<file path="src/rtl/riscv_fetch_align.sv">
// Fetch realignment: extracts the RVC/32-bit instruction at pc from the fetched word and drives next-PC.
// Optional compressed support is built when RISCV_FALIGN_RVC_EN is defined.
module riscv_fetch_align #(
    parameter int width = 64
) (
    input  logic             i_riscv_falign_clk,
    input  logic             i_riscv_falign_rst_n,
    input  logic [width-1:0] i_riscv_falign_pc,
    input  logic             i_riscv_falign_rvalid,
    input  logic [31:0]      i_riscv_falign_rdata,
    input  logic             i_riscv_falign_stall,
    input  logic             i_riscv_falign_flush,
    input  logic [width-1:0] i_riscv_falign_target,
    output logic [width-1:0] o_riscv_falign_nextpc,
    output logic             o_riscv_falign_stallpc,
    output logic [31:0]      o_riscv_falign_instr,
    output logic [width-1:0] o_riscv_falign_instr_pc,
    output logic             o_riscv_falign_instr_valid,
    output logic             o_riscv_falign_is_compressed,
    output logic             o_riscv_falign_misalign
);

    logic             adv;
    logic             emit;
    logic [31:0]      emit_instr;
    logic [width-1:0] emit_pc;
    logic             emit_c;
    logic [width-1:0] step_pc;

    assign adv = i_riscv_falign_rvalid && !i_riscv_falign_stall && !i_riscv_falign_flush;
    assign o_riscv_falign_stallpc = !adv && !i_riscv_falign_flush;
    assign o_riscv_falign_nextpc  = i_riscv_falign_flush ? i_riscv_falign_target :
                                    adv ? step_pc : i_riscv_falign_pc;

`ifdef RISCV_FALIGN_RVC_EN
    typedef enum logic {ALIGNED, SPLIT} state_t;

    state_t      state_q, state_d;
    logic [15:0] held_half;
    logic [width-1:0] held_pc;
    logic        capture;
    logic [15:0] lo, hi;

    assign lo = i_riscv_falign_rdata[15:0];
    assign hi = i_riscv_falign_rdata[31:16];

    always_comb begin
        emit       = 1'b0;
        emit_instr = 32'h0;
        emit_pc    = i_riscv_falign_pc;
        emit_c     = 1'b0;
        capture    = 1'b0;
        step_pc    = i_riscv_falign_pc + width'(2);
        state_d    = state_q;
        case (state_q)
            ALIGNED: begin
                if (!i_riscv_falign_pc[1]) begin
                    emit = 1'b1;
                    if (lo[1:0] != 2'b11) begin
                        emit_instr = {16'h0, lo};
                        emit_c     = 1'b1;
                    end else begin
                        emit_instr = i_riscv_falign_rdata;
                        step_pc    = i_riscv_falign_pc + width'(4);
                    end
                end else if (hi[1:0] != 2'b11) begin
                    emit       = 1'b1;
                    emit_instr = {16'h0, hi};
                    emit_c     = 1'b1;
                end else begin
                    // upper half starts a 32-bit instruction; its tail is in the next word
                    capture = 1'b1;
                    state_d = SPLIT;
                end
            end
            SPLIT: begin
                emit       = 1'b1;
                emit_instr = {lo, held_half};
                emit_pc    = held_pc;
                state_d    = ALIGNED;
            end
            default: state_d = ALIGNED;
        endcase
    end

    always_ff @(posedge i_riscv_falign_clk or negedge i_riscv_falign_rst_n) begin
        if (!i_riscv_falign_rst_n) begin
            state_q   <= ALIGNED;
            held_half <= 16'h0;
            held_pc   <= '0;
        end else if (i_riscv_falign_flush) begin
            state_q <= ALIGNED;
        end else if (adv) begin
            state_q <= state_d;
            if (capture) begin
                held_half <= hi;
                held_pc   <= i_riscv_falign_pc;
            end
        end
    end

    assign o_riscv_falign_misalign = 1'b0;
`else
    logic misalign_q;

    always_comb begin
        emit       = !i_riscv_falign_pc[1];
        emit_instr = i_riscv_falign_rdata;
        emit_pc    = i_riscv_falign_pc;
        emit_c     = 1'b0;
        // a halfword-aligned pc is a trap condition: park on it until redirected
        step_pc    = i_riscv_falign_pc[1] ? i_riscv_falign_pc : i_riscv_falign_pc + width'(4);
    end

    always_ff @(posedge i_riscv_falign_clk or negedge i_riscv_falign_rst_n) begin
        if (!i_riscv_falign_rst_n)
            misalign_q <= 1'b0;
        else if (i_riscv_falign_flush)
            misalign_q <= 1'b0;
        else if (!i_riscv_falign_stall)
            misalign_q <= adv && i_riscv_falign_pc[1];
    end

    assign o_riscv_falign_misalign = misalign_q;
`endif

    always_ff @(posedge i_riscv_falign_clk or negedge i_riscv_falign_rst_n) begin
        if (!i_riscv_falign_rst_n) begin
            o_riscv_falign_instr         <= 32'h0;
            o_riscv_falign_instr_pc      <= '0;
            o_riscv_falign_instr_valid   <= 1'b0;
            o_riscv_falign_is_compressed <= 1'b0;
        end else if (i_riscv_falign_flush) begin
            o_riscv_falign_instr_valid <= 1'b0;
        end else if (!i_riscv_falign_stall) begin
            o_riscv_falign_instr_valid <= adv && emit;
            if (adv && emit) begin
                o_riscv_falign_instr         <= emit_instr;
                o_riscv_falign_instr_pc      <= emit_pc;
                o_riscv_falign_is_compressed <= emit_c;
            end
        end
    end

endmodule

</file>
<file path="config.mk">
export PLATFORM = sky130hd
export DESIGN_NAME = riscv_fetch_align
export DESIGN_NICKNAME = d
export VERILOG_FILES = /design/src/rtl/riscv_fetch_align.sv
export SDC_FILE = /design/constraint.sdc
export NUM_CORES = 1
export LEC_CHECK = 0
export ABC_AREA = 1
export BUFFER_PORTS_ARGS = -buffer_cell sky130_fd_sc_hd__buf_2
export CORE_AREA = 3 3 128 130
export CTS_BUF_LIST = sky130_fd_sc_hd__clkbuf_8 sky130_fd_sc_hd__clkbuf_16
export DETAILED_ROUTE_END_ITERATION = 10
export DIE_AREA = 0 0 131 133
export PLACE_DENSITY = 0.85
export SYNTH_ARGS = -nofsm -noshare
export SYNTH_HDL_FRONTEND = slang
export SYNTH_SLANG_ARGS = --single-unit
</file>
<file path="constraint.sdc">
create_clock -name i_riscv_falign_clk -period 2.4 [get_ports i_riscv_falign_clk]
set_input_delay 0.48 -clock i_riscv_falign_clk [delete_from_list [all_inputs] [get_ports i_riscv_falign_clk]]
set_output_delay 0.48 -clock i_riscv_falign_clk [all_outputs]
set_load 0.03 [all_outputs]
</file>
# Word-level counts from Yosys, hierarchy flattened
# Index checks and enable logic that the tools add are counted.
dict set report word_totals {
  ff_bits 98
  output_inout_bits 164
}
dict set report op_classes {
  add_sub_neg 1
  n_eq_ne 1
  muxes 7
  bitwise_logic 2
  n_reduce_logical 10
}
# cell n
set ops {}
lappend ops {{64-bit two-way mux} 3}
lappend ops {{64-bit by 3-bit adder with 64-bit output (second input constant)} 1}
lappend ops {{1-bit logical AND} 5}
lappend ops {{1-bit logical NOT} 4}
lappend ops {{1-bit two-way mux} 4}
lappend ops {{3-bit AND reduction} 1}
lappend ops {{2-bit by 1-bit != test with 1-bit output (second input constant)} 1}
lappend ops {{1-bit inverter} 2}

# Longest topological paths before layout
dict set report logic_depth {
  depth_word 6
  depth_mapped 11
  depth_no_buf 11
}

# Worst setup path before layout
# Ideal clock, no wire load.
dict set report synth_timing {
  path_kind {input-to-output}
  start {input port i_riscv_falign_pc[2]}
  end {output port o_riscv_falign_nextpc[14]}
  t_arrival_ps 1985
  path_slack_ps -65
  path_stages 8
  n_path_buf 0
  cell_sequence {ha_1 > inv_1 > nor2_2 > nand2_1 > nor2_4 > nand2_2 > xor2_1 > o21ai_0}
}
dict set report synth_between {
  elab_chain_cells 4
}
# item line_no
set synth_lines {}
lappend synth_lines {{start: declaration} 8} ;# input logic [width-1:0] i_riscv_falign_pc,
lappend synth_lines {{64-bit by 3-bit adder with 64-bit output} 112} ;# step_pc = i_riscv_falign_pc[1] ? i_riscv_falign_pc : i_riscv_falign_pc + width'(4);
lappend synth_lines {{64-bit two-way mux} 112}
lappend synth_lines {{64-bit two-way mux} 33} ;# adv ? step_pc : i_riscv_falign_pc;
lappend synth_lines {{64-bit two-way mux} 32} ;# assign o_riscv_falign_nextpc = i_riscv_falign_flush ? i_riscv_falign_target :
lappend synth_lines {{end: declaration} 14} ;# output logic [width-1:0] o_riscv_falign_nextpc,
# Every way passes these cells.

# Final worst setup path
dict set report layout_timing {
  start {input port i_riscv_falign_stall}
  end {output port o_riscv_falign_nextpc[37]}
}
dict set report layout_between {
  elab_chain_cells 5
}
# item line_no
set layout_lines {}
lappend layout_lines {{start: declaration} 11} ;# input logic i_riscv_falign_stall,
lappend layout_lines {{1-bit logical NOT} -}
lappend layout_lines {{1-bit logical AND (2 in a row)} 30} ;# assign adv = i_riscv_falign_rvalid && !i_riscv_falign_stall && !i_riscv_falign_flush;
lappend layout_lines {{64-bit two-way mux} 33}
lappend layout_lines {{64-bit two-way mux} 32}
# Every way passes these cells.

==> metrics.yaml <==
slew_violations: 0
hold_class: "primary input to async pin"
grt_overflow: 0
die-area_mm2: 0.0174
syn_nets: 1172
cp.required_ns: 1.92
synthCells: 1006
rows: 45
grt_use_met3_pct: 5.77
fillers: 1347
core_mm2: 0.0153
dp_cells: 1616
skew_ns: 0
period_share_pct: 101
gr-max-usage-layer: "met2"
die_x_um: 131
final_cell_mix: "nand2_1, buf_2, buf_4"
power.density_mw_per_mm2: 573
worstSetupPathType: "primary input to output port"
setup_ws_ns: -0.0244
tns_ns: -0.101
num_antenna_cells: 0
fin_nets: 1605
layout.cells.non_filler: 1655
finalSetupViolCount: 7
cts_buffer_depth: 2
first_iter_violations: 597
antenna_found_initial: 1
wl_per_cell_um: 16.9
final_common_cell: "nand2_1"
post-place-ws_ns: -0.123
grt_pass1_vias: 7965
start_util_pct: 42.3
relSlewSlack_pct: 49.9
hpwlAfterDp_mm: 21.7
layout-drive-gt1-share_pct: 43.1
violations: "negative setup slack"
critical-path-top-delay-family: "simple AND/OR/NAND/NOR gates"
yosysUniqueCellTypes: 32
ir_worst_vdd_uv: 400
slowest_delay_ns: 0.26
htreeDepth: 3
ff_latch_area_mm2: 0.00245
syn-cell-area_mm2: 0.00645
syn_area_per_cell_um2: 6.42
ctsHoldBuffers: 0
vias: 8330
cp_max_fo: 6
cap_violations: 0
io_pins: 329
dr.pass1.iters: 5
min_period_ns: 2.42
syn_to_final_growth_pct: 60.1
port-buffer-count: 327
use_met2_pct: 52.5
worstSetupEndpointType: "output port"
status: "finished with violations"
viasPerCell: 5.03
die_h_um: 133
clock-sinks: 98
cts_root_buf: "clkbuf_16"
ant_nets: 0
finalCoreUtilization_pct: 67.7
drc: 0
hold_violations: 0
start_kind: "primary input"
leakage_nw: 5.61
grt_pass1_wl_mm: 41.1
synth-seq-cells: 98
clk_latency_ns: 0.35
numCtsBuffers: 9
critPathSlowestCell: "nor2_4"
grt_max_degree: 99
finalWeightedCongestion: 0.937
worst_slew_pin_slew_ns: 0.751
clk_pin_slew_ns: 0.07
multi_input_area_mm2: 0.00401
path_cells: "buf_8 -> inv_2 -> nand2_2 -> nor2_4 -> nand3_4 -> nor2_4 -> nand2_2 -> xor2_1 -> o21ai_1 -> buf_4"
synth_warnings: 0
routed_wl_mm: 28.0
grt.total_usage_pct: 30.3
rsz0062_at_grt: "true"
max_freq_mhz: 412
worstPathArrival_ns: 1.94
cts_tree: "done"
ys_seq_area_share_pct: 38.0
critPathBufInv: 3
met1_usage_pct: 36.9
power_mw: 5.92
-- report_power, final --
group | internal, mW | total (mW) | switching [mW]
combinational | 0.708 | 2.26 | 1.55
clock | 0.851 | 1.55 | 0.697
sequential | 1.95 | 2.11 | 0.159
-- area by class of cell --
cell class,count,share of cell area (%)
inverters,91,3.39
clock buffers,10,2.31
multi-input cells,780,38.8
well taps,211,2.56
clock inverters,6,0.715
repair buffers,459,28.5
flip-flops and latches,98,23.7
-- cells by family (layout without fill, tap and decap cells) --
kind of cell    after synthesis  count (layout)  synth area share [%]
simple gates                667             667                  44.2
buf+inv                     128             566                  7.75
flops                        98              98                  38.0
compound gates               94              94                  7.52
xor+xnor                     17              17                  2.31
fa+ha+maj                     1               1                 0.194
other cells                   1               1                0.0581
-- Yosys cell counts (all sizes together) --
library cell / count / area [µm²]
nor3b: 2 / 15.0
o21ai: 87 / 435
buf: 16 / 80.1
nand4: 18 / 119
o311ai: 1 / 8.76
nand3b: 3 / 35.0
conb: 1 / 3.75
o22a: 1 / 8.76
nand3: 79 / 430
a21oi: 2 / 10.0
xor2: 17 / 149
o31ai: 3 / 22.5
dfrtp: 98 / 2450
clkbuf: 21 / 78.8
inv: 91 / 342
and3: 1 / 6.26
nor3: 9 / 55.1
nand2: 439 / 1660
nor2: 116 / 531
ha: 1 / 12.5
-- what timing repair did --
action | 4_1_cts | 5_1_grt
buffers inserted | 10 | 13
gates resized for setup | 101 | 158
pin swaps | 30 | 61
endpoints found under the setup margin | 40 | 52
-- worst reg2reg max path, stage by stage (launching register included) --
cell and delay, ns:
dfrtp_1 0.39, nand2_1 0.08, o21ai_0 0.10
-- final timing paths --
path / startpoint / endpoint / slack, ns / depth (start not counted)
min: i_riscv_falign_rst_n / o_riscv_falign_instr[25]$_DFFE_PN0P_ / 0.16 / 2
min in group i_riscv_falign_clk: i_riscv_falign_rdata[7] / o_riscv_falign_instr[7]$_DFFE_PN0P_ / 0.31 / 3
max: i_riscv_falign_stall / o_riscv_falign_nextpc[37] / -0.02 / 10
min reg2reg: o_riscv_falign_instr[17]$_DFFE_PN0P_ / o_riscv_falign_instr[17]$_DFFE_PN0P_ / 0.47 / 2
max reg2reg: o_riscv_falign_instr_pc[3]$_DFFE_PN0P_ / o_riscv_falign_instr_pc[3]$_DFFE_PN0P_ / 1.69 / 2
max in group asynchronous: i_riscv_falign_rst_n / o_riscv_falign_instr_pc[63]$_DFFE_PN0P_ / 1.80 / 2
-- state kept, by name (all words and copies together) (netlist names) --
register	count
o_riscv_falign_instr_pc	64
o_riscv_falign_misalign	1
o_riscv_falign_instr_valid	1
o_riscv_falign_instr	32
-- per-layer routing --
metal	vias to the layer above	share of wire [%]
li1	4023	-
met1	3826	39
met2	421	50
met3	58	8.3
met4	2	3.0
met5	-	0.047
-- metrics by stage --
step,cell area (µm²),hold WS [ns]
6_report,10300,0.159
5_1_grt,10300,0.216
4_1_cts,9770,0.203
3_5_place_dp,9050,0.460
3_3_place_gp,9050,0.456
2_1_floorplan,6450,0.184
(Power assumes the default switching activity.)
